--- src/rtl/rgb_to_mono_packer_pkg.sv ---
// Shared pixel definitions: channel width, luma weights and the luma helper.
package rgb_to_mono_packer_pkg;

    localparam int CH_W       = 8;
    localparam int LUMA_R     = 77;
    localparam int LUMA_G     = 150;
    localparam int LUMA_B     = 29;
    localparam int LUMA_SHIFT = 8;
    // Weights sum to 256, so 255*256 is the largest sum and 16 bits never overflow.
    localparam int SUM_W      = 16;

    typedef logic [CH_W-1:0] chan_t;

    typedef struct packed {
        chan_t r;
        chan_t g;
        chan_t b;
    } rgb_t;

    // Integer BT.601-style luma, result 0..255.
    function automatic chan_t luma(input rgb_t px);
        logic [SUM_W-1:0] sum;
        sum = SUM_W'(px.r) * SUM_W'(LUMA_R)
            + SUM_W'(px.g) * SUM_W'(LUMA_G)
            + SUM_W'(px.b) * SUM_W'(LUMA_B);
        return chan_t'(sum >> LUMA_SHIFT);
    endfunction

endpackage

--- src/rtl/rgb_luma_threshold.sv ---
// Combinational luma and threshold compare for one RGB pixel.
module rgb_luma_threshold
    import rgb_to_mono_packer_pkg::*;
(
    input  rgb_t  pixel_i,
    input  chan_t threshold_i,
    output logic  bit_o
);

    chan_t y;

    assign y     = luma(pixel_i);
    assign bit_o = (y >= threshold_i);

endmodule

--- src/rtl/rgb_to_mono_packer.sv ---
// RGB pixel stream -> 1-bit luma threshold -> MSB-first packed words.
module rgb_to_mono_packer
    import rgb_to_mono_packer_pkg::*;
#(
    parameter int PACK_W = 8
) (
    input  logic                      clk,
    input  logic                      reset,
    input  logic                      in_valid,
    output logic                      in_ready,
    input  logic [CH_W-1:0]           red_in,
    input  logic [CH_W-1:0]           green_in,
    input  logic [CH_W-1:0]           blue_in,
    input  logic                      in_last,
    input  logic [CH_W-1:0]           threshold,
    output logic                      out_valid,
    input  logic                      out_ready,
    output logic [PACK_W-1:0]         out_data,
    output logic [$clog2(PACK_W):0]   out_count,
    output logic                      out_last
);

    localparam int             CW    = $clog2(PACK_W);
    localparam logic [CW-1:0]  LASTP = CW'(PACK_W - 1);

    rgb_t               px;
    logic               px_bit;
    logic               accept, emit, s1_consume;
    logic [CW-1:0]      pos;
    logic [PACK_W-1:0]  word;

    logic               s1_valid_q, s1_bit_q, s1_last_q;
    logic [PACK_W-1:0]  acc_q, acc_d;
    logic [CW-1:0]      cnt_q, cnt_d;
    logic               out_valid_q, out_valid_d;
    logic [PACK_W-1:0]  out_data_q, out_data_d;
    logic [CW:0]        out_count_q, out_count_d;
    logic               out_last_q, out_last_d;

    assign px = '{r: red_in, g: green_in, b: blue_in};

    rgb_luma_threshold u_luma (
        .pixel_i     (px),
        .threshold_i (threshold),
        .bit_o       (px_bit)
    );

    // Handshake: s1 may only move into the packer if an emitted word has somewhere to go.
    assign emit       = s1_valid_q && ((cnt_q == LASTP) || s1_last_q);
    assign s1_consume = s1_valid_q && (!emit || !out_valid_q || out_ready);
    assign in_ready   = !reset && (!s1_valid_q || s1_consume);
    assign accept     = in_valid && in_ready;

    // Accumulator with the pending s1 bit dropped into its MSB-first slot.
    assign pos = LASTP - cnt_q;
    always_comb begin
        word      = acc_q;
        word[pos] = s1_bit_q;
    end

    // Stage 1: register the thresholded bit on accept, release it when consumed.
    always_ff @(posedge clk) begin
        if (reset) begin
            s1_valid_q <= 1'b0;
            s1_bit_q   <= 1'b0;
            s1_last_q  <= 1'b0;
        end else if (accept) begin
            s1_valid_q <= 1'b1;
            s1_bit_q   <= px_bit;
            s1_last_q  <= in_last;
        end else if (s1_consume) begin
            s1_valid_q <= 1'b0;
        end
    end

    // Packer next state: append the bit, or clear when the word leaves.
    always_comb begin
        acc_d = acc_q;
        cnt_d = cnt_q;
        if (s1_consume) begin
            if (emit) begin
                acc_d = '0;
                cnt_d = '0;
            end else begin
                acc_d = word;
                cnt_d = cnt_q + CW'(1);
            end
        end
    end

    // Output register next state: a new word wins over a same-edge drain.
    always_comb begin
        out_valid_d = out_valid_q;
        out_data_d  = out_data_q;
        out_count_d = out_count_q;
        out_last_d  = out_last_q;
        if (s1_consume && emit) begin
            out_valid_d = 1'b1;
            out_data_d  = word;
            out_count_d = (CW+1)'(cnt_q) + (CW+1)'(1);
            out_last_d  = s1_last_q;
        end else if (out_valid_q && out_ready) begin
            out_valid_d = 1'b0;
            out_data_d  = '0;
            out_count_d = '0;
            out_last_d  = 1'b0;
        end
    end

    // Packer and output state registers.
    always_ff @(posedge clk) begin
        if (reset) begin
            acc_q       <= '0;
            cnt_q       <= '0;
            out_valid_q <= 1'b0;
            out_data_q  <= '0;
            out_count_q <= '0;
            out_last_q  <= 1'b0;
        end else begin
            acc_q       <= acc_d;
            cnt_q       <= cnt_d;
            out_valid_q <= out_valid_d;
            out_data_q  <= out_data_d;
            out_count_q <= out_count_d;
            out_last_q  <= out_last_d;
        end
    end

    assign out_valid = out_valid_q;
    assign out_data  = out_data_q;
    assign out_count = out_count_q;
    assign out_last  = out_last_q;

endmodule
--- config.mk ---
export PLATFORM = sky130hd
export DESIGN_NAME = rgb_to_mono_packer
export DESIGN_NICKNAME = d
export VERILOG_FILES = /design/src/rtl/rgb_to_mono_packer_pkg.sv /design/src/rtl/rgb_luma_threshold.sv /design/src/rtl/rgb_to_mono_packer.sv
export SDC_FILE = /design/constraint.sdc
export NUM_CORES = 1
export LEC_CHECK = 0
export BUFFER_PORTS_ARGS = -buffer_cell sky130_fd_sc_hd__clkbuf_2
export CAP_MARGIN = 20
export CORE_MARGIN = 2
export CORE_UTILIZATION = 65
export DETAILED_ROUTE_END_ITERATION = 7
export GPL_TIMING_DRIVEN = 0
export PLACE_DENSITY_LB_ADDON = 0.12
export SYNTH_ARGS = -nofsm -noshare
export SYNTH_HDL_FRONTEND = slang
export SYNTH_SLANG_ARGS = --single-unit
--- constraint.sdc ---
create_clock -name clk -period 10.3 [get_ports clk]
set_clock_uncertainty 0.1 [all_clocks]
set_input_delay 1.03 -clock clk [delete_from_list [all_inputs] [get_ports clk]]
set_output_delay 1.03 -clock clk [all_outputs]
set_load 0.02 [all_outputs]
# After elaboration in Yosys (flattened, before gate mapping)

Index checks and enable logic that the tools add are counted.

Logic and storage cells: 52
Register bits: 28
Input bits: 37
Output and inout bits: 15

Reductions and logical operators: 17
Eq/ne operators: 1
Multiply operators: 3
Order comparisons: 3
Multiplexer cells: 14
Add/subtract/negate cells: 5

Operators by type and width:

| operator                                                                            | number |
|---|---|
| 8-bit by 7-bit multiplier with 15-bit output, second input constant                 | 2 |
| 8-bit 2-to-1 mux                                                                    | 3 |
| 15-bit by 16-bit adder with 16-bit output                                           | 1 |
| 16-bit by 13-bit adder with 16-bit output                                           | 1 |
| 8-bit by 5-bit multiplier with 13-bit output, second input constant                 | 1 |
| 8-bit bitwise mux                                                                   | 1 |
| 8-bit greater-or-equal comparator                                                   | 1 |
| 4-bit 2-to-1 mux                                                                    | 2 |
| 1-bit logical AND                                                                   | 7 |
| 1-bit 2-to-1 mux                                                                    | 6 |
| 3-bit by 1-bit adder with 4-bit output, second input constant                       | 1 |
| 1-bit zero test                                                                     | 4 |
| 1-bit logical OR                                                                    | 4 |
| 3-bit by 4-bit < comparator with 1-bit output, second input constant                | 1 |
| 2-bit nonzero test                                                                  | 2 |
| 3-bit by 1-bit adder with 3-bit output, second input constant                       | 1 |
| 1-bit demux with 3-bit select                                                       | 1 |
| 3-bit equality test, second input constant                                          | 1 |
| 3-bit by 1-bit greater-or-equal comparator with 1-bit output, second input constant | 1 |
| 3-bit 2-to-1 mux                                                                    | 1 |
| 3-bit subtractor, first input constant                                              | 1 |

# Depth between registers and ports, before layout

Gate-level depths: netlist of the first run.

Word-level depth: 11
Mapped depth: 31
Mapped depth without buffers: 31

# Modules after synthesis

A second synthesis of the first run with hierarchy kept.

Cells, all modules: 485
Area total of the unflattened synthesis: 4662.0 um^2

Modules (own cells, without submodules):

| module             | sequential area each (um^2) | cells each | area each (um^2) | times used |
|---|---|---|---|---|
| rgb_luma_threshold | 0.0                         | 359        | 3384.5           | 1 |
| rgb_to_mono_packer | 560.5                       | 126        | 1277.5           | 1 |

# Worst setup path after synthesis of the first run

No wires, ideal clock.

Kind: in2reg
Start: input port green_in[4]
End: register s1_bit_q
Path buffers: 0
Path slack: 2.987 ns
Data arrival time: 7.128 ns
Setup time: 0.086 ns
Cell stages on the path: 25
Data required time: 10.114 ns
Cell sequence: ha_1 -> ha_1 -> inv_1 -> fa_1 -> fa_1 -> inv_1 -> ha_1 -> xnor2_1 -> fa_1 -> fa_1 -> inv_1 -> fa_1 -> fa_1 -> inv_1 -> ha_1 -> a21oi_1 -> o21ai_1 -> a21oi_1 -> a21boi_1 -> a311oi_1 -> xor2_1 -> xnor2_1 -> ha_1 -> o211ai_1 -> a211oi_1

Cells in the longest elaborated chain, start to end: 4

Ends and longest elaborated chain:

| what                                         | RTL line                     | text |
|---|---|---|
| start, declared                              | rgb_to_mono_packer.sv:12     | `input logic [CH_W-1:0] green_in,` |
| 8-bit by 7-bit multiplier with 15-bit output | rgb_to_mono_packer_pkg.sv:24 | `+ SUM_W'(px.g) * SUM_W'(LUMA_G)` |
| 15-bit by 16-bit adder with 16-bit output    | rgb_to_mono_packer_pkg.sv:24 |  |
| 16-bit by 13-bit adder with 16-bit output    | rgb_to_mono_packer_pkg.sv:25 | `+ SUM_W'(px.b) * SUM_W'(LUMA_B);` |
| 8-bit greater-or-equal comparator            | rgb_luma_threshold.sv:13     | `assign bit_o = (y >= threshold_i);` |
| end signal, assigned                         | rgb_to_mono_packer.sv:69     | `s1_bit_q <= px_bit;` |
| end, declared                                | rgb_to_mono_packer.sv:32     | `logic s1_valid_q, s1_bit_q, s1_last_q;` |

Every way passes these cells.
A chain may end at the register's enable or synchronous reset.

# Final worst setup path of the first run

Same ends and word-level chain as after synthesis.

==> results of run 1 <==
[cell families (layout without fill, tap and decap cells)]
family,after synthesis,in the layout
adder cells (fa/ha/maj),149,149
flip-flops,28,28
AND/OR/NAND/NOR,111,111
AO/OA/AOI/OAI,70,70
multiplexers,8,8
buffers and inverters,111,164
XOR/XNOR,15,15
[per-stage QoR]
| stage | cell area [um^2] | setup slack, ns | utilization [%] | hold slack, ns | cells |
|---|---|---|---|---|---|
| global placement | 4743 | 2.440 | 73.44 | 0.3649 | 619 |
| floorplan | 4397 | 2.987 | - | 0.3537 | 492 |
| CTS | 4785 | 2.606 | 74.08 | 0.4002 | 622 |
| finish | 4785 | 2.636 | 74.08 | 0.3937 | 622 |
| global route | 4785 | 2.281 | 74.08 | 0.4204 | 622 |
| detailed placement | 4743 | 2.348 | 73.44 | 0.3792 | 619 |
[path summary, 6_finish.rpt]
| check | endpoint | slack [ns] |
|---|---|---|
| min reg2reg | out_count[3] | 0.39 |
| max reg2reg | out_data[1] | 8.04 |
| min | out_count[3] | 0.39 |
| max | s1_bit_q | 2.64 |
[final cells by class]
type	instances	area [um^2]
Multi-Input combinational cell	353	3420
Fill cell	500	1674
Sequential cell	28	560.5
Inverter	101	379.1
Timing Repair Buffer	50	250.2
Tap cell	77	96.34
Clock buffer	3	41.29
Buffer	10	37.54
[per-layer routing]
layer	GRT usage [%]	vias to the layer above	wire, um
li1	-	1693	-
met1	35.87	1598	4276
met2	42.57	73	3928
met3	2.857	6	351
met4	2.841	0	44
met5	0	-	0
[flip-flops by register name (all words and copies together) (netlist names)]
name,count
out_count,4
s1_bit_q,1
s1_valid_q,1
out_valid,1
out_data,8
s1_last_q,1
cnt_q,3
acc_q,8
out_last,1
[layout by cell type (no fill, tap or decap), drive strengths merged, types with 2 or more instances in the layout]
master / instances
xnor2: 9
nand2b: 5
o21a: 7
a21oi: 33
a31oi: 2
xor2: 6
o211ai: 2
nand2: 12
or3: 2
nand3b: 2
o21ai: 8
clkbuf: 63
inv: 101
nor3b: 2
o21bai: 2
and2: 2
nand3: 6
or2: 3
a21o: 3
dfxtp: 28
nor2: 67
a211oi: 3
nor2b: 5
nor3: 3
mux2i: 8
ha: 94
a22oi: 4
fa: 55
[worst reg2reg max path, stage by stage, from the launching register on]
cell	delay, ns
sky130_fd_sc_hd__dfxtp_1	0.34
sky130_fd_sc_hd__ha_1	0.20
sky130_fd_sc_hd__ha_1	0.19
sky130_fd_sc_hd__o21ai_1	0.31
sky130_fd_sc_hd__nor2_1	0.08
sky130_fd_sc_hd__a21oi_1	0.31
sky130_fd_sc_hd__clkbuf_1	0.43
sky130_fd_sc_hd__a21oi_1	0.13
sky130_fd_sc_hd__nor2_1	0.11
==> impl_results.rst, run 1 <==
.. list-table::
   :header-rows: 1

   * - Metric
     - Value
   * - Post-Synthesis Net Count
     - 678
   * - Die width
     - 86.25 um
   * - Setup repair after global routing missed its margin
     - false
   * - Maximum count of clock buffers along a single path
     - 2
   * - Netlist Area Pre-Place
     - roughly 4400 um^2
   * - Async set or reset register ratio after synthesis
     - 0%
   * - GRT overflow
     - 0
   * - Final #Nets
     - 733
   * - Rows
     - 29
   * - Largest area contributor in the synthesized netlist
     - sky130_fd_sc_hd__ha_1
   * - Number of antenna violations at the first check in global routing
     - 0
   * - Clock Sink Count
     - 28
   * - Post-Syn Instances
     - 492
   * - Class of the most critical hold timing path
     - register to register
   * - Slowest cell delay on critical path
     - 0.55 ns
   * - Relative slew slack
     - 66.09%
   * - Synth Warn #
     - 0
   * - CTS tree
     - yes
   * - Number of slew-limit violations in the final report
     - 0
   * - DRC Markers
     - 0
   * - Proportion of layout cells with a drive suffix above 1
     - between 10% and 20%
   * - Vias
     - 3,370
   * - Clock period minus worst slack
     - 7.664 ns
   * - Period utilisation layout
     - roughly three quarters
   * - Cell at the root of the clock tree
     - sky130_fd_sc_hd__clkbuf_8
   * - Die H
     - 86.25 um
   * - Multiplexer share of the synthesized area
     - about 1.8%
   * - Worst setup path startpoint
     - green_in[4]
   * - Worst reg2reg path startpoint
     - cnt_q[0]
   * - Cts bufs inserted
     - 3
   * - Final GP Congestion
     - 0.8844
   * - Critical Path End Type
     - register
   * - Core footprint
     - approximately 6500 um^2
   * - Number of inserted diodes
     - 0
   * - Largest family of logic cells by synthesized area
     - adder cells
   * - Hold Crit Start
     - out_count[3]
   * - Placed wire-length estimate
     - 7443 um
   * - Die area
     - 7438 um^2
   * - EDFF count, synth
     - 0
   * - Least-Margin Pin Slew
     - 0.5086 ns
   * - Adder-cell area share of the yosys netlist
     - 51.79%
   * - Highest attainable clock frequency
     - 0.1305 GHz
   * - Iter 0 DRT Violations
     - 137
   * - Gates resized, CTS repair
     - 0
   * - Setup-failing EPs final
     - 0
   * - Clock network latency to the later pin of the worst-skew pair
     - 0.28 ns
   * - Deepest level of the CTS H-tree
     - 1
   * - Register bit count reported by yosys
     - 28
   * - IO buf count
     - 50
   * - Critical-path maximum fanout
     - 4
   * - Starting density of the core
     - 68.07%
   * - Per-instance average area after synthesis
     - 8.936 um^2
   * - Dominant cell by count in the synthesized netlist
     - sky130_fd_sc_hd__inv_1
   * - Critical Setup Path Class
     - input pin to register
   * - I/O pin total
     - 52
   * - Dominant cell type by count on the critical path
     - sky130_fd_sc_hd__fa_1
   * - Signal arrival time at the worst endpoint
     - between 7 and 8 ns
   * - Synthesized-area fraction occupied by ao, oa, aoi and oai cells
     - 9.903%
   * - Worst Reg-to-Reg Cells
     - 8
   * - Cells taking the most area after synthesis
     - sky130_fd_sc_hd__ha_1 27%, sky130_fd_sc_hd__fa_1 25%, sky130_fd_sc_hd__dfxtp_1 13%
   * - Area share of the largest cell type after synthesis
     - 26.75%
   * - Number of setup buffers added after CTS
     - 0
   * - Critical-path top delay cell
     - sky130_fd_sc_hd__fa_1
   * - Drt via density
     - about 5.4
   * - Gate family responsible for the most delay along the worst path
     - adder cells
   * - # Max-Cap Violations
     - 0
   * - Unique masters post-synth
     - 39
   * - Predominant post-synthesis flop cell
     - sky130_fd_sc_hd__dfxtp_1
   * - Total global-route track usage
     - 25.01%
   * - Final setup TNS
     - 0 ns
   * - Outcome
     - complete, no violations
   * - Number of nets with antenna violations after detailed routing
     - 0
   * - Combined buffer and inverter count along the critical path
     - 5
   * - Cells on Worst Hold Path
     - 2
   * - Final wirelength
     - 8601 um
   * - Simple-gate portion of the synthesized area
     - 11.27%
   * - Per-cell routed wire length
     - 13.83 um
   * - Hold buffer count at CTS
     - 0
   * - Area growth, synth to finish
     - 8.822%
   * - List of most frequent post-synthesis cells
     - 101 x sky130_fd_sc_hd__inv_1, 94 x sky130_fd_sc_hd__ha_1, 67 x sky130_fd_sc_hd__nor2_1
   * - Via count of the first global-routing pass
     - 3,417
   * - Worst Setup Start Kind
     - input pin
   * - Drt first pass iters
     - 4
   * - Final Hold Viols
     - 0
   * - Synthesized-area fraction occupied by xor and xnor cells
     - 2.988%
   * - Depth of the critical timing path with buffers and inverters included
     - 26
   * - Portion of the post-synthesis area used by sequential elements
     - 12.75%
   * - Clock slew at the register clock pins of the worst setup and hold paths
     - roughly 0.090 ns
   * - Required time of the worst setup path
     - 10.40 ns
   * - Largest net degree at the start of global routing
     - 15
   * - Global-route wire length before repair
     - 14,950 um
Power of run 1 is left out: the tool's default activity adds up to more than one toggle a clock period on the data nets, which glitch-free logic cannot reach.
==> run 2: changes to the inputs <==
- CORE_UTILIZATION: 65 -> 55
- clock period: 10.3 -> 6.75 ns (I/O delays scaled with it)
==> run 2 against run 1 <==
  * Global-route usage is 4.1 points lower
  * Final area up 8.4%
  * Non-clock buffer count is 9 higher
  * First-iteration DRC count shrank 15%
  * Critical endpoint unchanged
  * Largest cell class unchanged
  * Highest routed layer unchanged
==> impl_results.rst, run 2 (same netlist as run 1, synthesis figures left out) <==
.. list-table::
   :header-rows: 1

   * - Metric
     - Value
   * - Die width
     - 93.41 um
   * - Number of nets with antenna violations after detailed routing
     - 0
   * - Core utilization of the finished layout
     - 67.11%
   * - Worst R2R End
     - out_data[3]
   * - Via count of the first global-routing pass
     - 3,324
   * - Highest attainable clock frequency
     - about 0.15 GHz
   * - Clock period minus worst slack
     - 6.693 ns
   * - Final #Nets
     - between 700 and 800
   * - Iter 0 DRT Violations
     - 116
   * - Destination of the worst hold path
     - acc_q[0]
   * - Placed wire-length estimate
     - 7289 um
   * - Relative slew slack
     - 63.60%
   * - Number of antenna violations at the first check in global routing
     - 0
   * - Worst Reg-to-Reg Cells
     - 8
   * - GRT overflow
     - 0
   * - Total global-route track usage
     - 20.88%
   * - DRC Markers
     - 0
   * - Required time of the worst setup path
     - 6.85 ns
   * - Drt via density
     - 5.192
   * - Hold Crit Start
     - acc_q[0]
   * - Starting density of the core
     - 56.90%
   * - Slowest cell delay on critical path
     - between 0.5 and 0.6 ns
   * - Cts bufs inserted
     - 3
   * - Worst Setup Start Kind
     - input pin
   * - Largest net degree at the start of global routing
     - 16
   * - Rows
     - 32
   * - IO buf count
     - 50
   * - Clock network latency to the later pin of the worst-skew pair
     - between 0.2 and 0.3 ns
   * - Drt first pass iters
     - 4
   * - Die H
     - 93.41 um
   * - Proportion of layout cells with a drive suffix above 1
     - between 10% and 20%
   * - Die area
     - 8725 um^2
   * - Critical Setup Path Class
     - input pin to register
   * - Minimum setup slack among reg-to-reg paths
     - 4.50 ns
   * - Final wirelength
     - 8851 um
   * - Setup repair after global routing missed its margin
     - true
   * - Met1 usage in global routing
     - 30.82%
   * - Cells on Worst Hold Path
     - 2
   * - Clock slew at the register clock pins of the worst setup and hold paths
     - about 0.1 ns
   * - Dominant cell type by count on the critical path
     - sky130_fd_sc_hd__fa_1
   * - Met2 layer usage reported by global route
     - 34.59%
   * - Final GP Congestion
     - 0.8429
   * - Per-cell routed wire length
     - approximately 13 um
   * - Least-Margin Pin Slew
     - 0.5460 ns
   * - Core footprint
     - 7727 um^2
   * - Filler cells
     - approximately 630
   * - # Max-Cap Violations
     - 0
   * - Setup slack of the critical path after layout
     - 0.05701 ns
   * - Vias
     - 3,411
   * - Maximum count of clock buffers along a single path
     - 2
   * - Worst reg2reg path startpoint
     - cnt_q[0]
   * - Clock Sink Count
     - 28
   * - Signal arrival time at the worst endpoint
     - around 6.8 ns
   * - Critical-path top delay cell
     - sky130_fd_sc_hd__fa_1
   * - Busiest metal layer after global routing
     - met2
   * - Deepest level of the CTS H-tree
     - 1
   * - Critical-path maximum fanout
     - 4
   * - CTS tree
     - yes
   * - Placement-stage worst setup slack
     - -0.5764 ns
   * - Commonest cells after routing, fill and taps aside
     - 95 x sky130_fd_sc_hd__inv_1, 81 x sky130_fd_sc_hd__ha_1, 65 x sky130_fd_sc_hd__nor2_1
   * - Outcome
     - complete, no violations
   * - Number of slew-limit violations in the final report
     - 0
   * - Area growth, synth to finish
     - 17.96%
   * - Hold buffer count at CTS
     - 0
   * - Gate family responsible for the most delay along the worst path
     - adder cells
   * - Non-filler instance count after layout
     - 657
   * - Final Hold Viols
     - 0
   * - Combined buffer and inverter count along the critical path
     - 5
   * - Period utilisation layout
     - 99.16%
   * - Setup-failing EPs final
     - 0
   * - Most common cell after layout, fill and taps aside
     - sky130_fd_sc_hd__inv_1
   * - Number of placed instances with taps included
     - 644
   * - Critical Path End Type
     - register
   * - Number of inserted diodes
     - 0
   * - Grt met3 use
     - under 10%
   * - I/O pin total
     - 52
   * - Cell at the root of the clock tree
     - sky130_fd_sc_hd__clkbuf_8
   * - Final setup TNS
     - 0 ns
   * - Global-route wire length before repair
     - between 10,000 and 15,000 um
   * - Class of the most critical hold timing path
     - register to register
[run 2: changes by cell type in the layout (fill, tap and decap cells not counted), sizes merged]
| cell | delta |
|---|---|
| buf | +11 |
| clkbuf | -1 |
[run 2: layout make-up]
class	instances	area (um^2)	share of cell area (%)
inverter	101	379.1	7.310
clock buffer	4	55.05	1.062
buffer	10	37.54	0.7238
sequential	28	560.5	10.81
multi-input combinational	353	3675	70.86
timing repair buffer	59	351.6	6.779
tap	102	127.6	2.461
[run 2: worst register-to-register path: cells and delay by family (launching register included)]
kind                       cells  cell delay [ns]
AOI/OAI and AO/OA              3             0.74
adders and majority gates      2             0.39
buffers and inverters          1             0.44
DFF                            1             0.34
and+or+nand+nor                2             0.17
[run 2: worst max-delay path by stage]
stage,from,to,cells after the start
2_1_floorplan,green_in[3],s1_bit_q,29
3_3_place_gp,green_in[5],s1_bit_q,30
3_5_place_dp,green_in[5],s1_bit_q,30
4_1_cts,green_in[3],s1_bit_q,28
5_1_grt,green_in[5],s1_bit_q,32
6_report,green_in[6],s1_bit_q,28
[run 2: layer usage]
metal	up-vias	wire length [um]
met5	-	0
met4	0	44
met3	6	264
met2	58	4203
met1	1634	4338
li1	1713	-
[run 2: through the flow]
step / hold WS [ns] / instance area [um^2]
6_report: 0.3926 / 5186
5_1_grt: 0.4111 / 5186
4_1_cts: 0.3956 / 5064
3_5_place_dp: 0.3741 / 4826
3_3_place_gp: 0.3644 / 4826
2_1_floorplan: 0.3537 / 4448
[run 2: repair_timing]
item / 4_1_cts / 5_1_grt
gates resized for setup: 23 / 25
pin swaps: 28 / 22
buffers inserted: 6 / 3
setup endpoints to repair: 1 / 1
Power of run 2 is left out for the same reason.
